### src/rtl/vga_mem_arbiter_if.sv
// Bus bundle for the VGA screen-RAM arbiter: video fetch port, CPU access
// port, the shared single-port RAM port and the CPU starvation flag.
interface vga_mem_arbiter_if #(
    parameter int AW = 12,
    parameter int DW = 16
);
    logic          vid_req;
    logic [AW-1:0] vid_addr;
    logic          vid_gnt;
    logic          vid_rvalid;
    logic [DW-1:0] vid_rdata;

    logic          cpu_req;
    logic          cpu_we;
    logic [AW-1:0] cpu_addr;
    logic [DW-1:0] cpu_wdata;
    logic          cpu_gnt;
    logic          cpu_rvalid;
    logic [DW-1:0] cpu_rdata;

    logic [AW-1:0] mem_addr;
    logic          mem_we;
    logic [DW-1:0] mem_wdata;
    logic [DW-1:0] mem_rdata;

    logic          cpu_starved;

    // Arbiter side
    modport slave (
        input  vid_req, vid_addr, cpu_req, cpu_we, cpu_addr, cpu_wdata, mem_rdata,
        output vid_gnt, vid_rvalid, vid_rdata, cpu_gnt, cpu_rvalid, cpu_rdata,
        output mem_addr, mem_we, mem_wdata, cpu_starved
    );

    // Requester / RAM side
    modport master (
        output vid_req, vid_addr, cpu_req, cpu_we, cpu_addr, cpu_wdata, mem_rdata,
        input  vid_gnt, vid_rvalid, vid_rdata, cpu_gnt, cpu_rvalid, cpu_rdata,
        input  mem_addr, mem_we, mem_wdata, cpu_starved
    );
endinterface

### src/rtl/vga_mem_arbiter.sv
// Screen-RAM arbiter: video has priority, the CPU is forced one slot after
// STARVE_MAX consecutive denied cycles. Grants and the RAM access happen in
// the same cycle; read data returns one cycle later and is steered to its
// owner by a small owner FSM.
module vga_mem_arbiter #(
    parameter int AW         = 12,
    parameter int DW         = 16,
    parameter int STARVE_MAX = 7
) (
    input  logic               clk,
    input  logic               resetn,
    vga_mem_arbiter_if.slave   bus
);
    // Wait counter is at least 3 bits wide, wider if STARVE_MAX needs it
    localparam int CW = (STARVE_MAX < 8) ? 3 : $clog2(STARVE_MAX + 1);
    localparam logic [CW-1:0] STARVE_LIM = CW'(STARVE_MAX);

    typedef enum logic [1:0] {
        IDLE   = 2'd0,
        VID_RD = 2'd1,
        CPU_RD = 2'd2
    } owner_t;

    owner_t        state_r;
    owner_t        state_next_s;
    logic [CW-1:0] wait_cnt_r;
    logic          starved_r;
    logic [AW-1:0] addr_hold_r;

    logic          force_s;
    logic          vid_gnt_s;
    logic          cpu_gnt_s;
    logic          mem_we_s;
    logic [AW-1:0] mem_addr_s;
    logic [DW-1:0] mem_wdata_s;
    logic          vid_rvalid_s;
    logic          cpu_rvalid_s;
    logic [DW-1:0] vid_rdata_s;
    logic [DW-1:0] cpu_rdata_s;

    assign force_s = bus.cpu_req && (wait_cnt_r == STARVE_LIM);

    // Grant decision: forced CPU slot first, then video, then CPU; nothing in reset
    always_comb begin
        vid_gnt_s = 1'b0;
        cpu_gnt_s = 1'b0;
        if (!resetn) begin
            vid_gnt_s = 1'b0;
            cpu_gnt_s = 1'b0;
        end else if (force_s) begin
            cpu_gnt_s = 1'b1;
        end else if (bus.vid_req) begin
            vid_gnt_s = 1'b1;
        end else if (bus.cpu_req) begin
            cpu_gnt_s = 1'b1;
        end else begin
            vid_gnt_s = 1'b0;
            cpu_gnt_s = 1'b0;
        end
    end

    // RAM port drive: address follows the winner, otherwise holds the last one
    always_comb begin
        mem_we_s    = cpu_gnt_s & bus.cpu_we;
        mem_wdata_s = {DW{1'b0}};
        mem_addr_s  = addr_hold_r;
        if (vid_gnt_s) begin
            mem_addr_s = bus.vid_addr;
        end else if (cpu_gnt_s) begin
            mem_addr_s = bus.cpu_addr;
        end else begin
            mem_addr_s = addr_hold_r;
        end
        if (mem_we_s) begin
            mem_wdata_s = bus.cpu_wdata;
        end else begin
            mem_wdata_s = {DW{1'b0}};
        end
    end

    // Remember the last driven RAM address so it stays put while idle
    always_ff @(posedge clk or negedge resetn) begin
        if (!resetn) begin
            addr_hold_r <= {AW{1'b0}};
        end else begin
            addr_hold_r <= mem_addr_s;
        end
    end

    // Count consecutive denied CPU cycles; a dropped request or a grant clears it
    always_ff @(posedge clk or negedge resetn) begin
        if (!resetn) begin
            wait_cnt_r <= {CW{1'b0}};
        end else if (!bus.cpu_req || cpu_gnt_s) begin
            wait_cnt_r <= {CW{1'b0}};
        end else if (wait_cnt_r < STARVE_LIM) begin
            wait_cnt_r <= wait_cnt_r + {{(CW-1){1'b0}}, 1'b1};
        end else begin
            wait_cnt_r <= wait_cnt_r;
        end
    end

    // Sticky flag recording that a forced CPU slot has been taken
    always_ff @(posedge clk or negedge resetn) begin
        if (!resetn) begin
            starved_r <= 1'b0;
        end else if (force_s && cpu_gnt_s) begin
            starved_r <= 1'b1;
        end else begin
            starved_r <= starved_r;
        end
    end

    // Owner FSM state register
    always_ff @(posedge clk or negedge resetn) begin
        if (!resetn) begin
            state_r <= IDLE;
        end else begin
            state_r <= state_next_s;
        end
    end

    // Owner of the read in flight is decided by this cycle's grant
    always_comb begin
        state_next_s = IDLE;
        if (vid_gnt_s) begin
            state_next_s = VID_RD;
        end else if (cpu_gnt_s && !bus.cpu_we) begin
            state_next_s = CPU_RD;
        end else begin
            state_next_s = IDLE;
        end
    end

    // Steer returning RAM data to the owner recorded by the FSM
    always_comb begin
        vid_rvalid_s = 1'b0;
        cpu_rvalid_s = 1'b0;
        vid_rdata_s  = {DW{1'b0}};
        cpu_rdata_s  = {DW{1'b0}};
        case (state_r)
            VID_RD: begin
                vid_rvalid_s = 1'b1;
                vid_rdata_s  = bus.mem_rdata;
            end
            CPU_RD: begin
                cpu_rvalid_s = 1'b1;
                cpu_rdata_s  = bus.mem_rdata;
            end
            default: begin
                vid_rvalid_s = 1'b0;
                cpu_rvalid_s = 1'b0;
            end
        endcase
    end

    assign bus.vid_gnt     = vid_gnt_s;
    assign bus.cpu_gnt     = cpu_gnt_s;
    assign bus.mem_we      = mem_we_s;
    assign bus.mem_addr    = mem_addr_s;
    assign bus.mem_wdata   = mem_wdata_s;
    assign bus.vid_rvalid  = vid_rvalid_s;
    assign bus.vid_rdata   = vid_rdata_s;
    assign bus.cpu_rvalid  = cpu_rvalid_s;
    assign bus.cpu_rdata   = cpu_rdata_s;
    assign bus.cpu_starved = starved_r;

endmodule

### src/flat_wrapper.sv
// flat-port wrapper written by rule: the top's interface ports become plain ports
module vga_mem_arbiter_flat 
#(
    parameter int AW         = 12,
    parameter int DW         = 16,
    parameter int STARVE_MAX = 7
)
  (clk, resetn, bus_vid_req, bus_vid_addr, bus_cpu_req, bus_cpu_we, bus_cpu_addr, bus_cpu_wdata, bus_mem_rdata, bus_vid_gnt, bus_vid_rvalid, bus_vid_rdata, bus_cpu_gnt, bus_cpu_rvalid, bus_cpu_rdata, bus_mem_addr, bus_mem_we, bus_mem_wdata, bus_cpu_starved);
  vga_mem_arbiter_if #(.AW(AW), .DW(DW)) bus_i ();
  input  logic clk;
  input  logic resetn;
  input wire logic [$bits(bus_i.vid_req)-1:0] bus_vid_req;
  input wire logic [$bits(bus_i.vid_addr)-1:0] bus_vid_addr;
  input wire logic [$bits(bus_i.cpu_req)-1:0] bus_cpu_req;
  input wire logic [$bits(bus_i.cpu_we)-1:0] bus_cpu_we;
  input wire logic [$bits(bus_i.cpu_addr)-1:0] bus_cpu_addr;
  input wire logic [$bits(bus_i.cpu_wdata)-1:0] bus_cpu_wdata;
  input wire logic [$bits(bus_i.mem_rdata)-1:0] bus_mem_rdata;
  output wire logic [$bits(bus_i.vid_gnt)-1:0] bus_vid_gnt;
  output wire logic [$bits(bus_i.vid_rvalid)-1:0] bus_vid_rvalid;
  output wire logic [$bits(bus_i.vid_rdata)-1:0] bus_vid_rdata;
  output wire logic [$bits(bus_i.cpu_gnt)-1:0] bus_cpu_gnt;
  output wire logic [$bits(bus_i.cpu_rvalid)-1:0] bus_cpu_rvalid;
  output wire logic [$bits(bus_i.cpu_rdata)-1:0] bus_cpu_rdata;
  output wire logic [$bits(bus_i.mem_addr)-1:0] bus_mem_addr;
  output wire logic [$bits(bus_i.mem_we)-1:0] bus_mem_we;
  output wire logic [$bits(bus_i.mem_wdata)-1:0] bus_mem_wdata;
  output wire logic [$bits(bus_i.cpu_starved)-1:0] bus_cpu_starved;
  assign bus_i.vid_req = bus_vid_req;
  assign bus_i.vid_addr = bus_vid_addr;
  assign bus_i.cpu_req = bus_cpu_req;
  assign bus_i.cpu_we = bus_cpu_we;
  assign bus_i.cpu_addr = bus_cpu_addr;
  assign bus_i.cpu_wdata = bus_cpu_wdata;
  assign bus_i.mem_rdata = bus_mem_rdata;
  assign bus_vid_gnt = bus_i.vid_gnt;
  assign bus_vid_rvalid = bus_i.vid_rvalid;
  assign bus_vid_rdata = bus_i.vid_rdata;
  assign bus_cpu_gnt = bus_i.cpu_gnt;
  assign bus_cpu_rvalid = bus_i.cpu_rvalid;
  assign bus_cpu_rdata = bus_i.cpu_rdata;
  assign bus_mem_addr = bus_i.mem_addr;
  assign bus_mem_we = bus_i.mem_we;
  assign bus_mem_wdata = bus_i.mem_wdata;
  assign bus_cpu_starved = bus_i.cpu_starved;
  vga_mem_arbiter #(.AW(AW), .DW(DW), .STARVE_MAX(STARVE_MAX)) u_core (.clk(clk), .resetn(resetn), .bus(bus_i));
endmodule
### config.mk
export PLATFORM = sky130hd
export DESIGN_NAME = vga_mem_arbiter_flat
export DESIGN_NICKNAME = d
export VERILOG_FILES = /design/src/rtl/vga_mem_arbiter_if.sv /design/src/rtl/vga_mem_arbiter.sv /design/src/flat_wrapper.sv
export SDC_FILE = /design/constraint.sdc
export NUM_CORES = 1
export LEC_CHECK = 0
export CORE_MARGIN = 3
export CORE_UTILIZATION = 32
export DETAILED_ROUTE_END_ITERATION = 8
export PLACE_DENSITY = 0.87
export SLEW_MARGIN = 20
export SYNTH_ARGS = -nofsm -noshare
export SYNTH_HDL_FRONTEND = slang
export SYNTH_SLANG_ARGS = --single-unit
### constraint.sdc
create_clock -name clk -period 4.9 [get_ports clk]
set_input_delay 0.98 -clock clk [delete_from_list [all_inputs] [get_ports clk]]
set_output_delay 0.98 -clock clk [all_outputs]
set_load 0.005 [all_outputs]
==> impl_results.md, run 1 <==
* Status: complete, no violations
* Slew @ Worst Pin at 0.823 ns
* TritonCTS Buffers at 3
* Post-synthesis sequential area ratio at between 30% and 40%
* Unique masters post-synth at 22
* Ys Warns at 0
* Total number of vias at ~1.6k
* Worst Setup SP: bus_cpu_req
* Req. time, crit path at approximately 3.9 ns
* CP endpoint kind: output pin
* Reg2reg start: u_core.wait_cnt_r[0]$_DFFE_PN0P_
* First-pass GRT wire length at roughly 7000 µm
* Number of gates resized after cts at 0
* Synth top area cells: dfrtp_1 (36%), and2_1 (24%), a2111oi_0 (8.3%)
* FP Rows at 22
* Final-report hold violation count at 0
* Die width at 68.8 µm
* VDD IR-drop max at around 0.15 mV
* Initial antenna violation count at 0
* Gr usage total at between 15 and 20%
* Nets at 333
* Post-synth top area share at a little over a third
* Core box area at between 3000 and 4000 µm²
* Commonest non-fill, non-tap cell in the layout: clkdlybuf4s50_1
* Reg2Reg Setup Slack at 2.85 ns
* Post-CTS Setup Inserts at 0
* Total Power at roughly 450 µW
* Hold crit path type: reg2reg
* Grt ovf at 0
* Critical path endpoint: bus_mem_wdata[14]
* Gpl congestion at ~0.8
* RSZ-0062 raised after global routing: no
* Final instance area at about 2600 µm²
* CTS root buf: clkbuf_8
* Vias in the first global route at 1432
* Via/cell ratio at just under 5
* Pins Over Slew Limit at 0
* Yosys top cell by area: dfrtp_1
* Max Cap Viol at 0
* Hold Worst Slack at around 0.5 ns
* Grt peak-use layer: met2
* Met2 usage at between 30 and 40%
* CTS tree: done
* Placed cell area at ~2500 µm²
* Starting Density at approximately 34%
* Largest net degree at the start of global routing at 18
* Syn Inst Count at roughly 150
* Number of hold buffers added after cts at 0
* Minimum clock period at about 4.2 ns
* Die area at 4730 µm²
* ANT nets after route at 0
* Worst-path clk slew at approximately 0.06 ns
* Yosys reg bits at 18
* Synthesis-to-layout area growth at 105%
* Max-Slew Margin vs Limit at a little under half
* M3 GR Usage at 7.29%
* Setup violators final at 0
* DR pass1 iterations at 4
* Levels on crit path at 5
* CP max stage delay at roughly 0.75 ns
* CP max FO at 17
* Clk_lat worst skew at between 0.2 and 0.3 ns
* CP dominant cell by count: clkdlybuf4s50_1
* Crit path buf inv count at 2
* Met1 Usage GRT at roughly 23%
* Synthesized area at between 1000 and 1500 µm²
* First DRT Iteration DRCs at between 70 and 80
* Critical Path AT at between 3 and 4 ns
* Fillcell total at ~320
* Wire per inst at 15.4 µm
* DRT Wirelength at slightly below 5000 µm
* Antenna diodes at 0
* # IOs at between 100 and 150
* DRC at 0
* TritonCTS Sinks at 18
* CP Launch Type: input port
* DIE HEIGHT at slightly below 70 µm
* H-tree depth at 1
* Most frequent cells in the layout: clkdlybuf4s50_1 (126), and2_1 (48), dfrtp_1 (18)
* Worst path cell trace: clkdlybuf4s50_1, and2_4, and3_1, and2_1, clkdlybuf4s50_1
* Dpl hpwl at just under 4000 µm
* Final worst-path cycle share at about 86%
* Utilization after layout at between 60 and 70%
* Port Buf Inserts at between 100 and 150
* CTS Buffer Depth at 2
* Synthesized Nets at between 200 and 250
* Avg Cell Area, Syn at roughly 8.4 µm²
* Clk_skew at roughly 0.0063 ns
* CP delay by family, top: buffers and inverters
* FF-to-FF End: u_core.addr_hold_r[4]$_DFF_PN0_
* Max Clk Rate at approximately 240 MHz
* Worst path slowest cell: clkdlybuf4s50_1
* Fin Setup TNS at 0 ns
* Leak pwr at around 1 nW
* Pwr/cell area at 175 nW/µm²
* Layout cells sized above 1 at under 10%
* R2R depth at 5
* Class of the most critical setup path: in2out
cell type report:
| type | instances | area (µm²) | share of cell area [%] |
|---|---|---|---|
| clock buffers | 4 | 55.1 | 2.13 |
| inverters | 3 | 11.3 | 0.436 |
| multi-input cells | 117 | 737 | 28.5 |
| flip-flops and latches | 18 | 450 | 17.4 |
| well taps | 48 | 60.1 | 2.33 |
| repair buffers | 127 | 1270 | 49.1 |
metal layers:
metal,wire length [µm],part of all wire [%]
met1,1790,36
met4,31,0.63
met5,0,0
met2,2380,49
met3,700,14
cell usage after synthesis:
| master | instances |
|---|---|
| ha_1 | 2 |
| a2111oi_0 | 12 |
| nand3_1 | 13 |
| nor3_1 | 1 |
| o21ai_0 | 13 |
| buf_4 | 1 |
| a31oi_1 | 14 |
| buf_6 | 1 |
| buf_2 | 3 |
| a21oi_1 | 1 |
| a21o_1 | 1 |
| and2b_1 | 1 |
| and2_4 | 1 |
| nand2b_4 | 1 |
| and2_1 | 48 |
| and3_1 | 1 |
| dfrtp_1 | 18 |
| nor2b_1 | 2 |
| clkbuf_1 | 8 |
| nand2_1 | 3 |
| nor2_1 | 3 |
| inv_1 | 3 |
power breakdown:
group	leakage [nW]	switching [mW]	internal (mW)
clock	0.0288	0.0490	0.0713
combinational	0.749	0.0580	0.103
sequential	0.217	0.00554	0.165
total	0.995	0.113	0.339
state kept, by name (all words and copies together), names as in the netlist:
signal,cells
u_core.addr_hold_r,12
u_core.wait_cnt_r,3
u_core.state_r,2
u_core.bus.cpu_starved,1
through the flow:
stage / std cells / setup WS, ns
floorplan: 151 / 2.23
global placement: 313 / 0.723
detailed placement: 313 / 0.698
CTS: 317 / 0.696
global route: 317 / 0.550
finish: 317 / 0.685
cells by family (layout without fill, tap and decap cells):
family / Yosys count / in the layout / synth area share (%)
and+or+nand+nor: 74 / 74 / 35.0
adders and majority gates: 2 / 2 / 1.98
DFF: 18 / 18 / 35.7
AOI/OAI and AO/OA: 41 / 41 / 21.4
buffers and inverters: 16 / 134 / 5.95
worst min-delay path by stage:
stage | startpoint | endpoint | depth (start not counted)
CTS | u_core.bus.cpu_starved$_DFFE_PN0P_ | u_core.bus.cpu_starved$_DFFE_PN0P_ | 1
global placement | u_core.bus.cpu_starved$_DFFE_PN0P_ | u_core.bus.cpu_starved$_DFFE_PN0P_ | 1
global route | u_core.bus.cpu_starved$_DFFE_PN0P_ | u_core.bus.cpu_starved$_DFFE_PN0P_ | 1
detailed placement | u_core.bus.cpu_starved$_DFFE_PN0P_ | u_core.bus.cpu_starved$_DFFE_PN0P_ | 1
floorplan | u_core.bus.cpu_starved$_DFFE_PN0P_ | u_core.bus.cpu_starved$_DFFE_PN0P_ | 1
finish | u_core.bus.cpu_starved$_DFFE_PN0P_ | u_core.bus.cpu_starved$_DFFE_PN0P_ | 1
Note: power is estimated with default switching activity, not from simulation.
==> inputs of run 2 (changes only) <==
Settings changed: CORE_ASPECT_RATIO set to 0.5.
==> impl_results.md, run 2 (same netlist as run 1, synthesis figures left out) <==
* Hold Startpoint: u_core.bus.cpu_starved$_DFFE_PN0P_ (unchanged)
* Max Cap Viol at 0 (unchanged)
* Pins Over Slew Limit at 0 (unchanged)
* DRC at 0 (unchanged)
* Core box area at 3600 µm² (was 3740 µm²)
* Worst slack at placement at 0.637 ns (was 0.698 ns)
* H-tree depth at 1 (unchanged)
* Antenna diodes at 0 (unchanged)
* Reg2reg start: u_core.wait_cnt_r[0]$_DFFE_PN0P_ (unchanged)
* CTS tree: done (unchanged)
* Max-Slew Margin vs Limit at 48.0% (was 45.0%)
* # IOs at 127 (unchanged)
* Leak pwr at 0.995 nW (unchanged)
* Initial antenna violation count at 0 (unchanged)
* Vias in the first global route at 1476 (was 1432)
* Reg2Reg Setup Slack at 2.88 ns (was 2.85 ns)
* Port Buf Inserts at 126 (unchanged)
* Clk_skew at 0.000899 ns (was 0.00627 ns)
* Fin Setup TNS at 0 ns (unchanged)
* Layout cells sized above 1 at 2.60% (unchanged)
* TritonCTS Buffers at 3 (unchanged)
* Number of gates resized after cts at 0 (unchanged)
* Slew @ Worst Pin at 0.779 ns (was 0.823 ns)
* Die area at 4780 µm² (was 4730 µm²)
* RSZ-0062 raised after global routing: no (unchanged)
* Utilization after layout at 71.8% (was 69.0%)
* Commonest non-fill, non-tap cell in the layout: clkdlybuf4s50_1 (unchanged)
* ANT nets after route at 0 (unchanged)
* Worst-path clk slew at 0.07 ns (was 0.06 ns)
* Class of the most critical setup path: in2out (unchanged)
* Gr usage total at 20.0% (was 19.8%)
* WHS Endpoint: u_core.bus.cpu_starved$_DFFE_PN0P_ (unchanged)
* CTS Buffer Depth at 2 (unchanged)
* Post-CTS Setup Inserts at 0 (unchanged)
* Final worst-path cycle share at 87.0% (was 86.0%)
* Max Clk Rate at 235 MHz (was 237 MHz)
* Via/cell ratio at 4.90 (was 4.97)
* Critical Path AT at 3.28 ns (was 3.23 ns)
* Most frequent cells in the layout: clkdlybuf4s50_1 (126), and2_1 (48), dfrtp_1 (18) (unchanged)
* First DRT Iteration DRCs at 52 (was 73)
* Synthesis-to-layout area growth at 105% (about the same)
* Starting Density at 35.0% (was 33.7%)
* Gpl congestion at 0.842 (was 0.790)
* Grt ovf at 0 (unchanged)
* Largest registers: u_core.addr_hold_r: 12 flops, u_core.wait_cnt_r: 3 flops, u_core.state_r: 2 flops (unchanged)
* Final std cells w/o fill at 320 (was 317)
* Slack of the critical path at 0.639 ns (was 0.685 ns)
* First-pass GRT wire length at 7560 µm (was 7060 µm)
* TritonCTS Sinks at 18 (unchanged)
* Dpl cells at 316 (was 313)
* FP Rows at 15 (was 22)
* Number of flip-flops in the largest register at 12 (unchanged)
* Dpl hpwl at 3970 µm (was 3980 µm)
* Fillcell total at 292 (was 322)
* Pwr/cell area at 175 nW/µm² (about the same)
* Req. time, crit path at 3.92 ns (about the same)
* CTS root buf: clkbuf_8 (unchanged)
* Wire per inst at 15.6 µm (was 15.4 µm)
* Minimum clock period at 4.26 ns (was 4.21 ns)
* DIE HEIGHT at 50.4 µm (was 68.8 µm)
* DR pass1 iterations at 4 (unchanged)
* Hold path depth at 1 (unchanged)
* Nets at 333 (unchanged)
* CP max FO at 17 (unchanged)
* CP endpoint kind: output pin (unchanged)
* DRT Wirelength at 5000 µm (was 4900 µm)
* Total number of vias at 1568 (was 1577)
* Total Power at 454 µW (was 452 µW)
* Hold crit path type: reg2reg (unchanged)
* CP Launch Type: input port (unchanged)
* Clk_lat worst skew at 0.26 ns (was 0.25 ns)
* R2R depth at 5 (unchanged)
* FF-to-FF End: u_core.addr_hold_r[8]$_DFF_PN0_ (was u_core.addr_hold_r[4]$_DFF_PN0_)
* Status: complete, no violations (unchanged)
* Largest net degree at the start of global routing at 18 (unchanged)
* Number of hold buffers added after cts at 0 (unchanged)
* Die width at 94.8 µm (was 68.8 µm)
* Most flops, register: u_core.addr_hold_r (unchanged)
* VDD IR-drop max at 0.221 mV (was 0.148 mV)
* Final-report hold violation count at 0 (unchanged)
* Setup violators final at 0 (unchanged)
==> run 2: cell counts in the layout (fill, tap and decap cells not counted) <==
Identical to the previous run, type by type.
==> run 2: where the power goes <==
group          switching, mW  internal, mW
clock                 0.0500        0.0715
combinational         0.0582         0.103
sequential           0.00568         0.165
total                  0.114         0.340
==> run 2: worst max path at each step <==
stage	start	end	slack, ns	cells after the start
floorplan	resetn	bus_mem_wdata[10]	2.23	5
global placement	resetn	bus_mem_wdata[12]	0.69	5
detailed placement	resetn	bus_mem_wdata[11]	0.64	5
CTS	resetn	bus_mem_wdata[11]	0.62	5
global route	resetn	bus_mem_wdata[14]	0.42	5
finish	resetn	bus_mem_wdata[14]	0.64	5
==> run 2: stage by stage <==
| step | cell area, µm² | hold slack [ns] |
|---|---|---|
| finish | 2590 | 0.458 |
| global route | 2590 | 0.509 |
| CTS | 2590 | 0.463 |
| detailed placement | 2530 | 0.448 |
| global placement | 2530 | 0.450 |
| floorplan | 1260 | 0.451 |
==> run 2: worst max-delay path: stages <==
cell             delay, ns
clkdlybuf4s50_1       0.81
and2_4                0.33
and3_1                0.45
and2_1                0.19
clkdlybuf4s50_1       0.51
==> run 2: cell type report <==
type	count	area, µm²	area share (%)
clock buffers	4	55.1	2.13
multi-input cells	117	737	28.5
inverters	3	11.3	0.435
well taps	51	63.8	2.47
flip-flops and latches	18	450	17.4
repair buffers	127	1270	49.1
==> run 2: layer usage <==
metal | wire length [µm] | vias up | track usage [%]
met2 | 2550 | 60 | 36.3
met4 | 34 | 0 | 3.59
li1 | - | 772 | -
met5 | 0 | - | 0
met1 | 2050 | 732 | 25.3
met3 | 360 | 4 | 3.14
